--- src/rtl/laser_scorer.sv ---
`default_nettype none
// +--------------------------------------------------------------------------+
// | laser_scorer: double-buffered point capture and two-circle coverage score |
// | Revision: 1.0                                                             |
// +--------------------------------------------------------------------------+
module laser_scorer #(
  parameter int NPTS  = 40,
  parameter int LANES = 4,
  parameter int R2    = 16
) (
  input  logic       CLK,
  input  logic       RST,
  input  logic [3:0] X,
  input  logic [3:0] Y,
  input  logic [3:0] C1X,
  input  logic [3:0] C1Y,
  input  logic [3:0] C2X,
  input  logic [3:0] C2Y,
  input  logic       DONE,
  output logic [5:0] SCORE,
  output logic       SCORE_VALID,
  output logic [5:0] BEST_SCORE,
  output logic [7:0] RUN_CNT,
  output logic       ERR
);

  localparam int G     = (NPTS + LANES - 1) / LANES;
  localparam int NSLOT = G * LANES;
  localparam int IW    = (NSLOT > 1) ? $clog2(NSLOT) : 1;
  localparam int CW    = $clog2(NPTS + 1);
  localparam int GW    = (G > 1) ? $clog2(G) : 1;
  localparam int HW    = $clog2(LANES + 1);

  typedef enum logic [1:0] {
    S_IDLE   = 2'd0,
    S_SCORE  = 2'd1,
    S_REPORT = 2'd2
  } state_t;

  state_t           state;
  logic [3:0]       bank_x [2][NSLOT];
  logic [3:0]       bank_y [2][NSLOT];
  logic             cap_bank;
  logic [CW-1:0]    cap_cnt;
  logic             cap_full;
  logic             score_bank;
  logic [GW-1:0]    grp;
  logic [5:0]       acc;
  logic [3:0]       c1x_q, c1y_q, c2x_q, c2y_q;
  logic [IW-1:0]    idx;
  logic [HW-1:0]    hits;

  assign cap_full   = (cap_cnt == CW'(NPTS));
  assign score_bank = ~cap_bank;

  function automatic logic covered(input logic [3:0] px, input logic [3:0] py,
                                   input logic [3:0] cx, input logic [3:0] cy);
    logic [3:0] dx;
    logic [3:0] dy;
    logic [8:0] d2;
    dx = (px >= cx) ? (px - cx) : (cx - px);
    dy = (py >= cy) ? (py - cy) : (cy - py);
    d2 = 9'(dx) * 9'(dx) + 9'(dy) * 9'(dy);
    return d2 <= 9'(R2);
  endfunction

  // Padding lanes past the last real point never count.
  always_comb begin
    hits = '0;
    idx  = '0;
    for (int l = 0; l < LANES; l++) begin
      idx = IW'(grp) * IW'(LANES) + IW'(l);
      if ((int'(idx) < NPTS) &&
          (covered(bank_x[score_bank][idx], bank_y[score_bank][idx], c1x_q, c1y_q) ||
           covered(bank_x[score_bank][idx], bank_y[score_bank][idx], c2x_q, c2y_q)))
        hits = hits + HW'(1);
    end
  end

  always_ff @(posedge CLK or posedge RST) begin
    if (RST) begin
      bank_x      <= '{default: '0};
      bank_y      <= '{default: '0};
      cap_bank    <= 1'b0;
      cap_cnt     <= '0;
      state       <= S_IDLE;
      grp         <= '0;
      acc         <= '0;
      c1x_q       <= '0;
      c1y_q       <= '0;
      c2x_q       <= '0;
      c2y_q       <= '0;
      SCORE       <= '0;
      SCORE_VALID <= 1'b0;
      BEST_SCORE  <= '0;
      RUN_CNT     <= '0;
      ERR         <= 1'b0;
    end else begin
      SCORE_VALID <= 1'b0;

      if (DONE && state == S_IDLE) begin
        if (cap_full) begin
          c1x_q    <= C1X;
          c1y_q    <= C1Y;
          c2x_q    <= C2X;
          c2y_q    <= C2Y;
          cap_bank <= ~cap_bank;
          cap_cnt  <= '0;
          grp      <= '0;
          acc      <= '0;
          state    <= S_SCORE;
        end else begin
          // Short set: drop it and refill the same bank from index 0.
          ERR     <= 1'b1;
          cap_cnt <= '0;
        end
      end else begin
        if (DONE)
          ERR <= 1'b1;
        if (!cap_full) begin
          bank_x[cap_bank][IW'(cap_cnt)] <= X;
          bank_y[cap_bank][IW'(cap_cnt)] <= Y;
          cap_cnt <= cap_cnt + CW'(1);
        end
      end

      case (state)
        S_SCORE: begin
          acc <= acc + 6'(hits);
          grp <= grp + GW'(1);
          if (grp == GW'(G - 1))
            state <= S_REPORT;
        end
        S_REPORT: begin
          SCORE       <= acc;
          SCORE_VALID <= 1'b1;
          if (acc > BEST_SCORE)
            BEST_SCORE <= acc;
          RUN_CNT     <= RUN_CNT + 8'd1;
          state       <= S_IDLE;
        end
        default: ;
      endcase
    end
  end

endmodule
`default_nettype wire

--- config.mk ---
export PLATFORM = sky130hd
export DESIGN_NAME = laser_scorer
export DESIGN_NICKNAME = d
export VERILOG_FILES = /design/src/rtl/laser_scorer.sv
export SDC_FILE = /design/constraint.sdc
export NUM_CORES = 2
export LEC_CHECK = 0
export BUFFER_PORTS_ARGS = -buffer_cell sky130_fd_sc_hd__buf_2
export CAP_MARGIN = 20
export CORE_MARGIN = 3
export CORE_UTILIZATION = 41
export DETAILED_ROUTE_END_ITERATION = 16
export PLACE_DENSITY = 0.64
export SYNTH_ARGS = -nofsm -noshare
export SYNTH_HDL_FRONTEND = slang
export SYNTH_SLANG_ARGS = --single-unit
--- constraint.sdc ---
create_clock -name CLK -period 26.3 [get_ports CLK]
set_input_delay 2.63 -clock CLK [delete_from_list [all_inputs] [get_ports CLK]]
set_output_delay 2.63 -clock CLK [all_outputs]
set_load 0.05 [all_outputs]
# Yosys cells after proc, flatten, opt, wreduce, memory -nomap -nowiden
# Index checks and enable logic that the tools add are counted.
# op_classes
add_sub_neg	50
n_mul	16
order_cmp	38
n_eq_ne	6
muxes	72
bitwise	10
reduce_logical	20
# op_table
operator	n
two-way mux 160 bit	7
bitwise mux 320 bit	2
binary-select mux 4 bit (select 6 bit)	8
demux 160 bit (select 1 bit)	1
two-way mux 4 bit	36
multiplier 4 x 4 -> 8 bit	16
subtractor 4 bit	32
adder 8 x 8 -> 9 bit	8
less-or-equal comparator 9 x 5 -> 1 bit (second input constant)	8
greater-or-equal comparator 4 bit	16
greater-or-equal comparator 7 bit (second input constant)	5
NOT 6 -> 7 bit	5
two-way mux 6 bit	5
demux 4 bit (select 6 bit)	1
< comparator 6 bit (second input constant)	4
adder 6 x 1 -> 6 bit (second input constant)	2
adder 6 x 2 -> 6 bit (second input constant)	2
AND reduction 2 bit	5
adder 3 x 1 -> 3 bit (second input constant)	3
two-way mux 3 bit	3
adder 8 x 1 -> 8 bit (second input constant)	1
logical AND 1 bit	7
< comparator 7 x 1 -> 1 bit (second input constant)	1
adder 6 x 3 -> 6 bit	1
18 further kinds	33
# totals
register_bits	697
output_inout_bits	22
wordCells	386

# Depth between registers and ports, before layout
# logic_depth
word_depth	24
mapped_depth	45
ltp_nobuf	41

# Worst setup path after synthesis
# Ideal clock, no wire load.
# synth_path
path_type	register -> register
from	register grp[0]
to	register acc[5]
arrival_ps	9141
required_ps	26172
slack_ps	17032
path_stages_with_launch	38
path_buffers	3
synth_period_minus_slack_ps	9268
path_cell_list	dfrtp_1 > buf_2 > buf_2 > buf_1 > mux4_2 > mux2_2 > a21oi_1 > o22a_1 > inv_1 > fa_1 > a21o_1 > a21o_1 > a21oi_1 > mux2i_1 > xnor2_1 > or2_2 > fa_1 > fa_1 > [2 not listed] > fa_1 > ha_1 > inv_1 > fa_1 > a31oi_1 > nor4_1 > a31oi_1 > or2_2 > ha_1 > mux2i_1 > ha_1 > mux2_2 > ha_1 > a21o_1 > a21o_1 > nand3_1 > xor2_1 > o21ai_0
# synth_between
elab_chain_len	20
# synth_lines
element	line	rtl
from (decl)	47	logic [GW-1:0] grp;
from (signal assigned)	130	grp <= grp + GW'(1);
NOT 6 -> 7 bit (implied by the code)	74, 75	
binary-select mux 4 bit (select 6 bit)	74, 75	
two-way mux 4 bit (implied by the code) (2 in series)	74, 75	
subtractor 4 bit (tied with other cells)	61	dx = (px >= cx) ? (px - cx) : (cx - px);
two-way mux 4 bit (on tied branches)	61, 62	
multiplier 4 x 4 -> 8 bit	63	d2 = 9'(dx) * 9'(dx) + 9'(dy) * 9'(dy);
adder 8 x 8 -> 9 bit	63	
less-or-equal comparator 9 x 5 -> 1 bit	64	return d2 <= 9'(R2);
[3 not listed]	--	
adder 3 x 1 -> 3 bit	76	hits = hits + HW'(1);
two-way mux 3 bit	73	if ((int'(idx) < NPTS) &&
adder 3 x 1 -> 3 bit	76	
two-way mux 3 bit	73	
adder 3 x 1 -> 3 bit	76	
two-way mux 3 bit *	73	
adder 6 x 3 -> 6 bit *	129	acc <= acc + 6'(hits);
two-way mux 6 bit *	127	case (state)
to (signal assigned)	129	
to (decl)	48	logic [5:0] acc;
# Mark *: on every way between the ends. The rest lies on a longest branch, timed or not. The select of a mux whose other input is x is not followed.
# A chain may end at the register's enable or synchronous reset.

# Worst setup path in the final report
# layout_path
from	register cap_bank
to	register acc[4]
# layout_between
elab_chain_len	24
# layout_lines
element	line	rtl
from (decl)	43	logic cap_bank;
from (signal assigned)	107	cap_bank <= ~cap_bank;
NOT 1 bit *	54	assign score_bank = ~cap_bank;
NOT 1 -> 2 bit (implied by the code) *	74, 75	
two-way mux 160 bit (implied by the code) (3 in series)	74, 75	
binary-select mux 4 bit (select 6 bit)	74, 75	
two-way mux 4 bit (implied by the code) (2 in series)	74, 75	
subtractor 4 bit (tied with other cells)	61	
two-way mux 4 bit (on tied branches)	61, 62	
multiplier 4 x 4 -> 8 bit	63	
[5 not listed]	--	
adder 3 x 1 -> 3 bit	76	
two-way mux 3 bit	73	
adder 3 x 1 -> 3 bit	76	
two-way mux 3 bit	73	
adder 3 x 1 -> 3 bit	76	
two-way mux 3 bit *	73	
adder 6 x 3 -> 6 bit *	129	
two-way mux 6 bit *	127	
# Marks and branches as above.

==> metrics.cfg <==
[worst_setup_path]
cp_top_family=adder cells
crit_path_max_incr_delay_ns=0.96
critPathSlowestCell=dfrtp_4
arrival_ns=11.98
end_kind=register
crit_path_max_fanout=83
critical_path_class=register to register
worst-path-buf-inv=7
crit_path_start_kind=register
worst_path_most_repeated_cell=fa_1
cp.required_ns=26.81

[sta]
final_max_slew_viol_count=0
finalSetupViolations=0
timing.final.ws_setup_ns=14.83
relSlewSlack_pct=27.4
finalClockSkew_ns=0.0404
tightest_slew_ns=1.08
fmax_ghz=0.0872
rsz0062_at_grt=false
fin_tns_setup_ns=0
hold_slack_ns=0.450
hold_violations=0
period_needed_ns=11.47
min_period_over_period_pct=43.6

[logic_synthesis]
syn_area_mm2=0.0413
synth_mux_area_share_pct=29.3
synth_top_area_share_pct=42.3
synth_top_family_by_area=multiplexers
yosys.area.top_type=dfrtp_1
synth_top_flop_cell=dfrtp_1
synth_compound_area_share_pct=4.88
syn_inst=3203
synth.ff_latch_count=697
synth_edf_count=0
synthArstFlopShare_pct=100
synth_xor_area_share_pct=1.25
avgSynthCellArea_um2=12.9
ys_warn_count=0
yosys.area_share.simple_pct=4.38
ys_types=57
syn_nets=3619
synth_fa_ha_area_share_pct=14.0
ys_seq_area_share_pct=42.3
ys_top_cells_by_area=dfrtp_1 42%, mux2_2 19%, ha_1 8.1%

[global_routing]
antenna_found_initial=0
gr-total-overflow=0
use_met3_pct=2.52
grt_pass1_vias=26323
grt_pass1_wl_mm=153
gr-usage-all-layers_pct=18.6
grtUsageMet2_pct=29.8
use_met1_pct=26.6
busiest_layer=met2
grt_max_degree=159

[clocking]
clockRootBuffer=clkbuf_16
cts.htree.levels=3
ctsResizeCount=0
clk_pin_slew_worst_paths_ns=0.06
cts_tree=done
post_cts_buffers=0
clock-sinks=697
insertion_delay_ns=0.65
hold_buffers=0
clk_path_buf_depth=3
cts_made_buffers=78

[detailed_routing]
dr.pass1.iters=5
drtIter0Drc=1884
drt_wl_total_mm=94.3
ant_nets=0
drc=0
wl_per_cell_um=20.7
vias_per_cell=5.47
vias=24891

[placement]
pre_cts_ws_ns=14.74
place_hpwl_mm=62.7
port_buffers=48
place.gp.congestion=0.831

[power]
swShare_pct=23.0
leakage_nw=21.8
seqPwrFrac_pct=48.8
p_int_mw=1.76
power_density_mw_per_mm2=50.4
clock_power_share_pct=47.8
pwr-share-comb_pct=3.4
peakVddDrop_mv=0.0473
p_sw_uw=526
finalPower_mw=2.29

[die]
die_width_um=323
rows=115
fp.coreArea_mm2=0.0991
start_util_pct=41.6
die_h_um=323
io_pins=49
dieArea_mm2=0.104

[run]
drv_cap=0

[finish]
syn_to_final_growth_pct=9.95
drive_gt1_share_pct=33.9
nFillCells=8831
regArea_mm2=0.0175
finalNetCount=3623
antennaDiodeCount=0
fin_util_pct=45.8
multiInputGateArea_mm2=0.0222

[outcome]
status=completed

[min_path]
hold_path_class=register to register

cells by family (layout without fill, tap and decap cells):
family,after synthesis,count (layout)
compound gates,323,323
fa+ha+maj,389,389
xor+xnor,59,59
simple gates,378,378
flops,697,697
mux,941,941
buf+inv,416,480
worst paths after layout:
check,from,end,slack (ns),cells past startpoint
min reg2reg,ERR,ERR,0.45,1
max in group asynchronous,RST,bank_y[274],20.87,5
min in group asynchronous,RST,bank_x[60],2.20,2
max,cap_bank,acc[4],14.83,38
min,ERR,ERR,0.45,1
max reg2reg,cap_bank,acc[4],14.83,38
state kept, by name, indices dropped and copies added, names as in the netlist:
register,count
ERR,1
bank_y,320
acc,6
SCORE,6
RUN_CNT,8
SCORE_VALID,1
state,2
bank_x,320
cap_cnt,6
grp,4
c1y_q,4
c2y_q,4
cap_bank,1
c1x_q,4
c2x_q,4
BEST_SCORE,6
through the flow:
stage                     std cells  cell area [um2]
final                          4554            45400
after global routing           4554            45400
after CTS                      4553            45300
after detailed placement       4413            42800
after global placement         4413            42800
after floorplan                3203            41300
synthesized netlist by cell type (all sizes together), types with 15 or more instances:
| cell type | instances |
|---|---|
| or2 | 26 |
| dfrtp | 697 |
| mux2 | 697 |
| fa | 121 |
| o21ai | 40 |
| mux2i | 100 |
| nor2 | 165 |
| a21oi | 130 |
| buf | 57 |
| xor2 | 28 |
| clkbuf | 101 |
| o22a | 24 |
| inv | 256 |
| nor3 | 15 |
| mux4 | 144 |
| nand2 | 121 |
| xnor2 | 31 |
| o21bai | 16 |
| a21o | 78 |
| ha | 268 |
per-layer routing:
metal	up-vias	routed length [um]
met2	372	43900
met3	139	3360
met5	-	0
met1	13020	44800
met4	0	2330
li1	11360	-
power by group through the flow:
stage	Clock (mW)	Sequential, mW	Combinational [mW]
after floorplan	0	1.13	0.0576
after global placement	0	1.13	0.0776
after detailed placement	0	1.14	0.0790
after CTS	1.12	1.12	0.0792
after global routing	1.16	1.12	0.0871
final	1.09	1.12	0.0772
worst reg2reg max path: cells and delay by family, from the launching register on:
| family | cells | cell delay, ns |
|---|---|---|
| compound gates | 12 | 2.49 |
| xor+xnor | 2 | 0.59 |
| fa+ha+maj | 9 | 3.72 |
| buf+inv | 7 | 1.90 |
| flops | 1 | 0.96 |
| mux | 4 | 1.20 |
| simple gates | 4 | 0.50 |
final cells by class:
| type | count | share of cell area, % |
|---|---|---|
| timing repair buffer | 82 | 1.19 |
| multi-input combinational | 2090 | 49.0 |
| clock inverter | 27 | 0.745 |
| inverter | 258 | 2.15 |
| sequential | 697 | 38.5 |
| clock buffer | 113 | 4.93 |
| tap | 1287 | 3.55 |
cell usage in the layout (no fill, tap or decap), drive strengths merged, types with 8 or more instances in the layout:
cell	Yosys	routed
nor4	9	9
o22ai	12	12
xor2	28	28
nor2	165	165
a31oi	9	9
clkinv	2	19
buf	57	82
mux4	144	144
inv	256	261
fa	121	121
dfrtp	697	697
nand3	12	12
mux2i	100	100
mux2	697	697
o21bai	16	16
nand2	121	121
clkbuf	101	113
xnor2	31	31
o21ai	40	40
nor3	15	15
a21o	78	78
o22a	24	24
nor2b	8	8
or2	26	26
a21oi	130	130
ha	268	268
Note: power is estimated with default switching activity, not from simulation.
